`src/rtl/l1d_package.sv`:
```
// l1d_package: shared L1D types and defaults.
//   pack_l1d_data_ram_req  - data RAM request payload
//   REQ_DE_WIDTH           - byte-enable width of a RAM write
//   L1D_MSHR_ID_WIDTH      - MSHR id width
//   L1D_DATA_ARB_*         - default sizing of the data RAM arbiter
package l1d_package;

   localparam int unsigned L1D_MSHR_ID_WIDTH          = 4;
   localparam int unsigned REQ_DE_WIDTH               = 8;
   localparam int unsigned L1D_DATA_RAM_IDX_WIDTH     = 6;
   localparam int unsigned L1D_DATA_RAM_WAY_WIDTH     = 2;
   localparam int unsigned L1D_DATA_RAM_DATA_WIDTH    = 64;

   localparam int unsigned L1D_DATA_ARB_NUM_SRC       = 4;
   localparam int unsigned L1D_DATA_ARB_STARVE_LIMIT  = 8;

   typedef struct packed {
      logic                               op_is_read;
      logic [L1D_DATA_RAM_IDX_WIDTH-1:0]  index;
      logic [L1D_DATA_RAM_WAY_WIDTH-1:0]  way;
      logic [REQ_DE_WIDTH-1:0]            wr_data_be;
      logic [L1D_DATA_RAM_DATA_WIDTH-1:0] wr_data;
   } pack_l1d_data_ram_req;

   // Refill beats always write the full line slice.
   function automatic pack_l1d_data_ram_req linefill_override(input pack_l1d_data_ram_req p);
      pack_l1d_data_ram_req r;
      r            = p;
      r.op_is_read = 1'b0;
      r.wr_data_be = '1;
      return r;
   endfunction

endpackage

```
`src/rtl/l1d_starve_prio_arb.sv`:
```
// l1d_starve_prio_arb: fixed-priority grant with starvation promotion.
//   clk, rst   - clock, synchronous active-high reset
//   req_vld    - per-source request valid
//   out_free   - downstream stage can take a request this cycle
//   req_rdy    - per-source accept (grant qualified by out_free)
module l1d_starve_prio_arb #(
   parameter int unsigned NUM_SRC      = 4,
   parameter int unsigned STARVE_LIMIT = 8
) (
   input  logic               clk,
   input  logic               rst,
   input  logic [NUM_SRC-1:0] req_vld,
   input  logic               out_free,
   output logic [NUM_SRC-1:0] req_rdy
);

   localparam int unsigned          CNT_W   = $clog2(STARVE_LIMIT + 1);
   localparam logic [CNT_W-1:0]     CNT_MAX = CNT_W'(STARVE_LIMIT);

   logic [CNT_W-1:0]   cnt_q [NUM_SRC];
   logic [CNT_W-1:0]   cnt_d [NUM_SRC];
   logic [NUM_SRC-1:0] starved;
   logic [NUM_SRC-1:0] grant;
   logic               any_starved;
   logic               found;

   always_comb begin
      starved     = '0;
      grant       = '0;
      found       = 1'b0;
      for (int unsigned i = 0; i < NUM_SRC; i++) begin
         starved[i] = req_vld[i] && (cnt_q[i] == CNT_MAX);
      end
      any_starved = |starved;
      // Starved sources mask the static order; among them lowest index wins.
      for (int unsigned i = 0; i < NUM_SRC; i++) begin
         if (!found && (any_starved ? starved[i] : req_vld[i])) begin
            grant[i] = 1'b1;
            found    = 1'b1;
         end
      end
      req_rdy = grant & {NUM_SRC{out_free}};
      for (int unsigned i = 0; i < NUM_SRC; i++) begin
         if (req_vld[i] && !req_rdy[i]) begin
            cnt_d[i] = (cnt_q[i] == CNT_MAX) ? cnt_q[i] : cnt_q[i] + 1'b1;
         end else begin
            cnt_d[i] = '0;
         end
      end
   end

   always_ff @(posedge clk) begin
      for (int unsigned i = 0; i < NUM_SRC; i++) begin
         if (rst) cnt_q[i] <= '0;
         else     cnt_q[i] <= cnt_d[i];
      end
   end

endmodule

```
`src/rtl/l1d_data_ram_arbiter.sv`:
```
// l1d_data_ram_arbiter: N-source arbiter in front of the L1D data RAM.
//   src_req_vld/rdy/pld   - per-source request handshake and payload
//   linefill_last/id      - last-beat qualifier and MSHR id for LINEFILL_SRC
//   data_ram_req_vld/rdy/pld - registered one-entry RAM request stage
//   linefill_done_en/id   - one-cycle pulse after a line's last beat
//   beat_err              - sticky beat count / last mismatch flag
module l1d_data_ram_arbiter
   import l1d_package::*;
#(
   parameter int unsigned NUM_SRC        = L1D_DATA_ARB_NUM_SRC,
   parameter int unsigned STARVE_LIMIT   = L1D_DATA_ARB_STARVE_LIMIT,
   parameter int unsigned LINEFILL_SRC   = 2,
   parameter int unsigned BEATS_PER_LINE = 4
) (
   input  logic                                clk,
   input  logic                                rst,
   input  logic [NUM_SRC-1:0]                  src_req_vld,
   output logic [NUM_SRC-1:0]                  src_req_rdy,
   input  pack_l1d_data_ram_req [NUM_SRC-1:0]  src_req_pld,
   input  logic                                linefill_last,
   input  logic [L1D_MSHR_ID_WIDTH-1:0]        linefill_id,
   output logic                                data_ram_req_vld,
   input  logic                                data_ram_req_rdy,
   output pack_l1d_data_ram_req                data_ram_req_pld,
   output logic                                linefill_done_en,
   output logic [L1D_MSHR_ID_WIDTH-1:0]        linefill_done_id,
   output logic                                beat_err
);

   localparam int unsigned      BEAT_W    = $clog2(BEATS_PER_LINE);
   localparam logic [BEAT_W-1:0] BEAT_LAST = BEAT_W'(BEATS_PER_LINE - 1);

   logic                         req_vld_q, req_vld_d;
   pack_l1d_data_ram_req         req_pld_q, req_pld_d;
   logic                         done_en_q, done_en_d;
   logic [L1D_MSHR_ID_WIDTH-1:0] done_id_q, done_id_d;
   logic                         beat_err_q, beat_err_d;
   logic [BEAT_W-1:0]            beat_cnt_q, beat_cnt_d;

   logic                         out_free;
   logic                         accept;
   logic                         lf_hs;
   pack_l1d_data_ram_req         acc_pld;

   assign out_free = !req_vld_q || data_ram_req_rdy;

   l1d_starve_prio_arb #(
      .NUM_SRC      (NUM_SRC),
      .STARVE_LIMIT (STARVE_LIMIT)
   ) u_arb (
      .clk      (clk),
      .rst      (rst),
      .req_vld  (src_req_vld),
      .out_free (out_free),
      .req_rdy  (src_req_rdy)
   );

   always_comb begin
      accept  = 1'b0;
      acc_pld = '0;
      for (int unsigned i = 0; i < NUM_SRC; i++) begin
         if (src_req_vld[i] && src_req_rdy[i]) begin
            accept  = 1'b1;
            acc_pld = (i == LINEFILL_SRC) ? linefill_override(src_req_pld[i])
                                          : src_req_pld[i];
         end
      end

      req_vld_d = req_vld_q;
      req_pld_d = req_pld_q;
      if (accept) begin
         req_vld_d = 1'b1;
         req_pld_d = acc_pld;
      end else if (data_ram_req_rdy) begin
         req_vld_d = 1'b0;
      end

      lf_hs      = src_req_vld[LINEFILL_SRC] && src_req_rdy[LINEFILL_SRC];
      beat_cnt_d = beat_cnt_q;
      beat_err_d = beat_err_q;
      done_en_d  = 1'b0;
      done_id_d  = done_id_q;
      if (lf_hs) begin
         if (linefill_last) begin
            beat_cnt_d = '0;
            done_en_d  = 1'b1;
            done_id_d  = linefill_id;
            if (beat_cnt_q != BEAT_LAST) beat_err_d = 1'b1;
         end else if (beat_cnt_q == BEAT_LAST) begin
            // Missing last on the final beat: flag it and start a fresh line.
            beat_cnt_d = '0;
            beat_err_d = 1'b1;
         end else begin
            beat_cnt_d = beat_cnt_q + 1'b1;
         end
      end
   end

   always_ff @(posedge clk) begin
      if (rst) begin
         req_vld_q  <= 1'b0;
         req_pld_q  <= '0;
         done_en_q  <= 1'b0;
         done_id_q  <= '0;
         beat_err_q <= 1'b0;
         beat_cnt_q <= '0;
      end else begin
         req_vld_q  <= req_vld_d;
         req_pld_q  <= req_pld_d;
         done_en_q  <= done_en_d;
         done_id_q  <= done_id_d;
         beat_err_q <= beat_err_d;
         beat_cnt_q <= beat_cnt_d;
      end
   end

   assign data_ram_req_vld = req_vld_q;
   assign data_ram_req_pld = req_pld_q;
   assign linefill_done_en = done_en_q;
   assign linefill_done_id = done_id_q;
   assign beat_err         = beat_err_q;

endmodule

```
`config.mk`:
```
export PLATFORM = sky130hd
export DESIGN_NAME = l1d_data_ram_arbiter
export DESIGN_NICKNAME = d
export VERILOG_FILES = /design/src/rtl/l1d_package.sv /design/src/rtl/l1d_starve_prio_arb.sv /design/src/rtl/l1d_data_ram_arbiter.sv
export SDC_FILE = /design/constraint.sdc
export NUM_CORES = 1
export LEC_CHECK = 0
export BUFFER_PORTS_ARGS = -buffer_cell sky130_fd_sc_hd__buf_2
export CAP_MARGIN = 10
export CELL_PAD_IN_SITES_DETAIL_PLACEMENT = 1
export CELL_PAD_IN_SITES_GLOBAL_PLACEMENT = 2
export CORE_MARGIN = 2
export CORE_UTILIZATION = 24
export CTS_BUF_LIST = sky130_fd_sc_hd__clkbuf_2
export DETAILED_ROUTE_END_ITERATION = 10
export MAX_ROUTING_LAYER = met4
export PLACE_DENSITY_LB_ADDON = 0.1
export SYNTH_ARGS = -nofsm -noshare
export SYNTH_HDL_FRONTEND = slang
export SYNTH_SLANG_ARGS = --single-unit
```
`constraint.sdc`:
```
create_clock -name clk -period 6.6 [get_ports clk]
set_input_delay 0.33 -clock clk [delete_from_list [all_inputs] [get_ports clk]]
set_output_delay 0.33 -clock clk [all_outputs]
set_load 0.005 [all_outputs]
```
==> results.py <==
metrics = {
    "status": {
        "status": "completed",
    },
    "pwr": {
        "p_leak_nw": 4.50,
        "pwr_density_cell_nw_per_um2": 150,
        "vdd_drop_max_uv": 94.9,
        "total_power_mw": 1.49,
    },
    "logic_synthesis": {
        "synth_compound_area_share_pct": 41.8,
        "yosys_register_bits": 106,
        "yosys.area_share.simple_pct": 15.0,
        "synth_xor_area_share_pct": 1.41,
        "syn-num-nets": 1105,
        "synth_mux_area_share_pct": 0.161,
        "synth_edf_count": 0,
        "yosys.cell_types.count": 49,
        "synthAdderAreaFrac_pct": 1.81,
        "avgSynthCellArea_um2": 8.18,
        "ys_warn_count": 0,
        "synth_top_family_by_area": "compound AO/OA/AOI/OAI gates",
        "synthFlopType": "dfxtp_1",
        "seq_area_frac_synth_pct": 34.1,
        "synth-async-reset-ratio_pct": 0,
        "syn_area_um2": 6220,
        "netlist_instances": 760,
    },
    "clock_network": {
        "cts_made_buffers": 9,
        "cts_root_buffer": "clkbuf_2",
        "clk_latency_ns": 0.63,
        "tritoncts": "yes",
        "clk_path_buf_depth": 2,
        "numClockSinks": 106,
        "htreeDepth": 3,
        "cts.reportedPaths.clkPinSlew_ns": 0.31,
    },
    "detailed_routing": {
        "via_count": 8192,
        "avgRoutedWirePerCell_um": 20.7,
        "postRouteAntennaNets": 0,
        "drt_wl_total_um": 32900,
        "drt_pass1_iterations": 4,
        "drtIter0Drc": 347,
        "drc": 0,
        "via_per_inst": 5.15,
    },
    "timing": {
        "slew_viol_final": 0,
        "relSlewSlack_pct": 31.2,
        "grt_setup_unrepaired": "no",
        "worstMarginPinSlew_ns": 1.03,
        "skew_ns": 0.0470,
        "clock.fmax_mhz": 231,
        "fin_tns_setup_ns": 0,
        "hold_violations": 0,
        "min_period_ns": 4.33,
        "setup_viol_count_final": 0,
        "whs_ns": 0.0569,
        "fin_ws_ns": 2.27,
        "period_share_pct": 65.6,
    },
    "placed_design": {
        "dpl.cell_count": 1445,
        "place_ws_ns": 2.88,
        "place_hpwl_um": 23000,
        "place.port_buffers": 418,
        "place_congestion": 0.794,
        "post_dp_cell_area_um2": 8550,
    },
    "final_layout": {
        "fin_cells": 1592,
        "nNetsFinal": 1598,
        "layout.cells.most_common": "buf_2",
        "layout_common_cells": "418 x buf_2, 127 x dlygate4sd3_1, 106 x dfxtp_1, 84 x nand2_1, 71 x a22o_1",
        "area_delta_synth_final_pct": 59.4,
        "fin_area_um2": 9910,
        "layout-drive-gt1-share_pct": 36.6,
        "utilization_pct": 39.1,
    },
    "global_routing": {
        "grt_pass1_wl_um": 48400,
        "grt_antenna_before_repair": 5,
        "grt_pass1_vias": 8613,
        "grt.total_usage_pct": 23.8,
        "grt_overflow": 0,
        "grt_max_degree": 65,
    },
    "worst_setup_path": {
        "startpoint_type": "flip-flop",
        "cp-startpoint": "u_arb.cnt_q[0][0]",
        "endpoint": "src_req_rdy[3]",
        "criticalPathCategory": "reg -> out",
        "reg2reg_from": "u_arb.cnt_q[0][0]",
        "crit_path_end_kind": "output pin",
        "worst_ep_required_time_ns": 6.27,
        "reg2reg_slack_ns": 2.28,
        "path_max_fanout": 64,
        "r2r_cells": 9,
        "cp.arrival_ns": 4.00,
        "reg2reg_to": "data_ram_req_pld[76]",
    },
    "worst_hold_path": {
        "hold_path_class": "in -> reg",
        "hold_depth": 4,
    },
    "flow_run": {
        "max_cap_violations": 0,
    },
    "floorplan": {
        "io_pins": 428,
        "dieArea_um2": 27200,
        "dieWidth_um": 165,
        "rows": 58,
        "die_y_um": 165,
        "initial_core_util_pct": 24.5,
        "core-area_um2": 25300,
    },
}
-- state kept, by name, summed over array words and instances, names as in the netlist --
signal and count:
linefill_done_en 1, data_ram_req_pld 81, linefill_done_id 4, data_ram_req_vld 1
u_arb.cnt_q 16, beat_cnt_q 2, beat_err 1
-- cells in the mapped netlist, types with 9 or more instances --
library cell  count  area (um^2)
ha_1              9          113
buf_2            16         80.1
nand2b_1         15         93.8
a211oi_1         55          413
inv_1             9         33.8
a21oi_1          68          340
nand2_1          85          319
a311oi_1         18          158
nand3_1          12         60.1
o21ai_0          43          215
dfxtp_1         106         2120
nor2_1           50          188
o211ai_1         18          135
o31ai_1          54          405
clkbuf_1         55          206
a22o_1           71          622
-- power by group --
group	total, mW	switching (mW)	leakage [nW]	internal [mW]
Sequential	0.716	0.0249	0.873	0.691
Combinational	0.480	0.229	3.58	0.251
Clock	0.291	0.243	0.0531	0.0482
-- layer usage --
metal  global-route usage [%]  share of wire [%]
met1                     27.5                 42
met2                     41.0                 50
met3                     4.90                5.8
met4                     8.14                2.6
met5                        -                  0
-- worst min path at each step --
stage	start	end	slack (ns)
floorplan	data_ram_req_pld[10]	data_ram_req_pld[10]	0.45
global placement	data_ram_req_pld[30]	data_ram_req_pld[30]	0.43
detailed placement	data_ram_req_pld[46]	data_ram_req_pld[46]	0.44
CTS	src_req_pld[184]	data_ram_req_pld[22]	0.0002
global route	src_req_pld[194]	data_ram_req_pld[32]	0.005
finish	src_req_pld[9]	data_ram_req_pld[9]	0.06
-- worst max-delay path, stage by stage, from the launching register on --
cell      delay (ns)
dfxtp_1         0.40
inv_1           0.09
ha_1            0.21
nand4b_2        0.75
a32oi_2         1.17
nor3_4          0.08
buf_4           0.41
buf_2           0.25
-- logic make-up after synthesis --
kind of cell	after synthesis
AOI/OAI and AO/OA	355
and+or+nand+nor	194
DFF	106
buffers and inverters	85
xor gates and xnor gates	10
adders and majority gates	9
muxes	1
-- area by class of cell --
type / instances / area (um^2)
Antenna cell: 5 / 12.5
Clock buffer: 10 / 50.0
Clock inverter: 5 / 32.5
Fill cell: 3197 / 15400
Inverter: 9 / 33.8
Multi-Input combinational cell: 569 / 3790
Sequential cell: 106 / 2120
Tap cell: 330 / 413
Timing Repair Buffer: 558 / 3460
-- timing repair --
item                                   CTS  global route
hold buffers                           126             1
endpoints found under the hold margin   73             1
setup buffers                            0             0
resized for setup                        0             0
(Power assumes the default switching activity.)
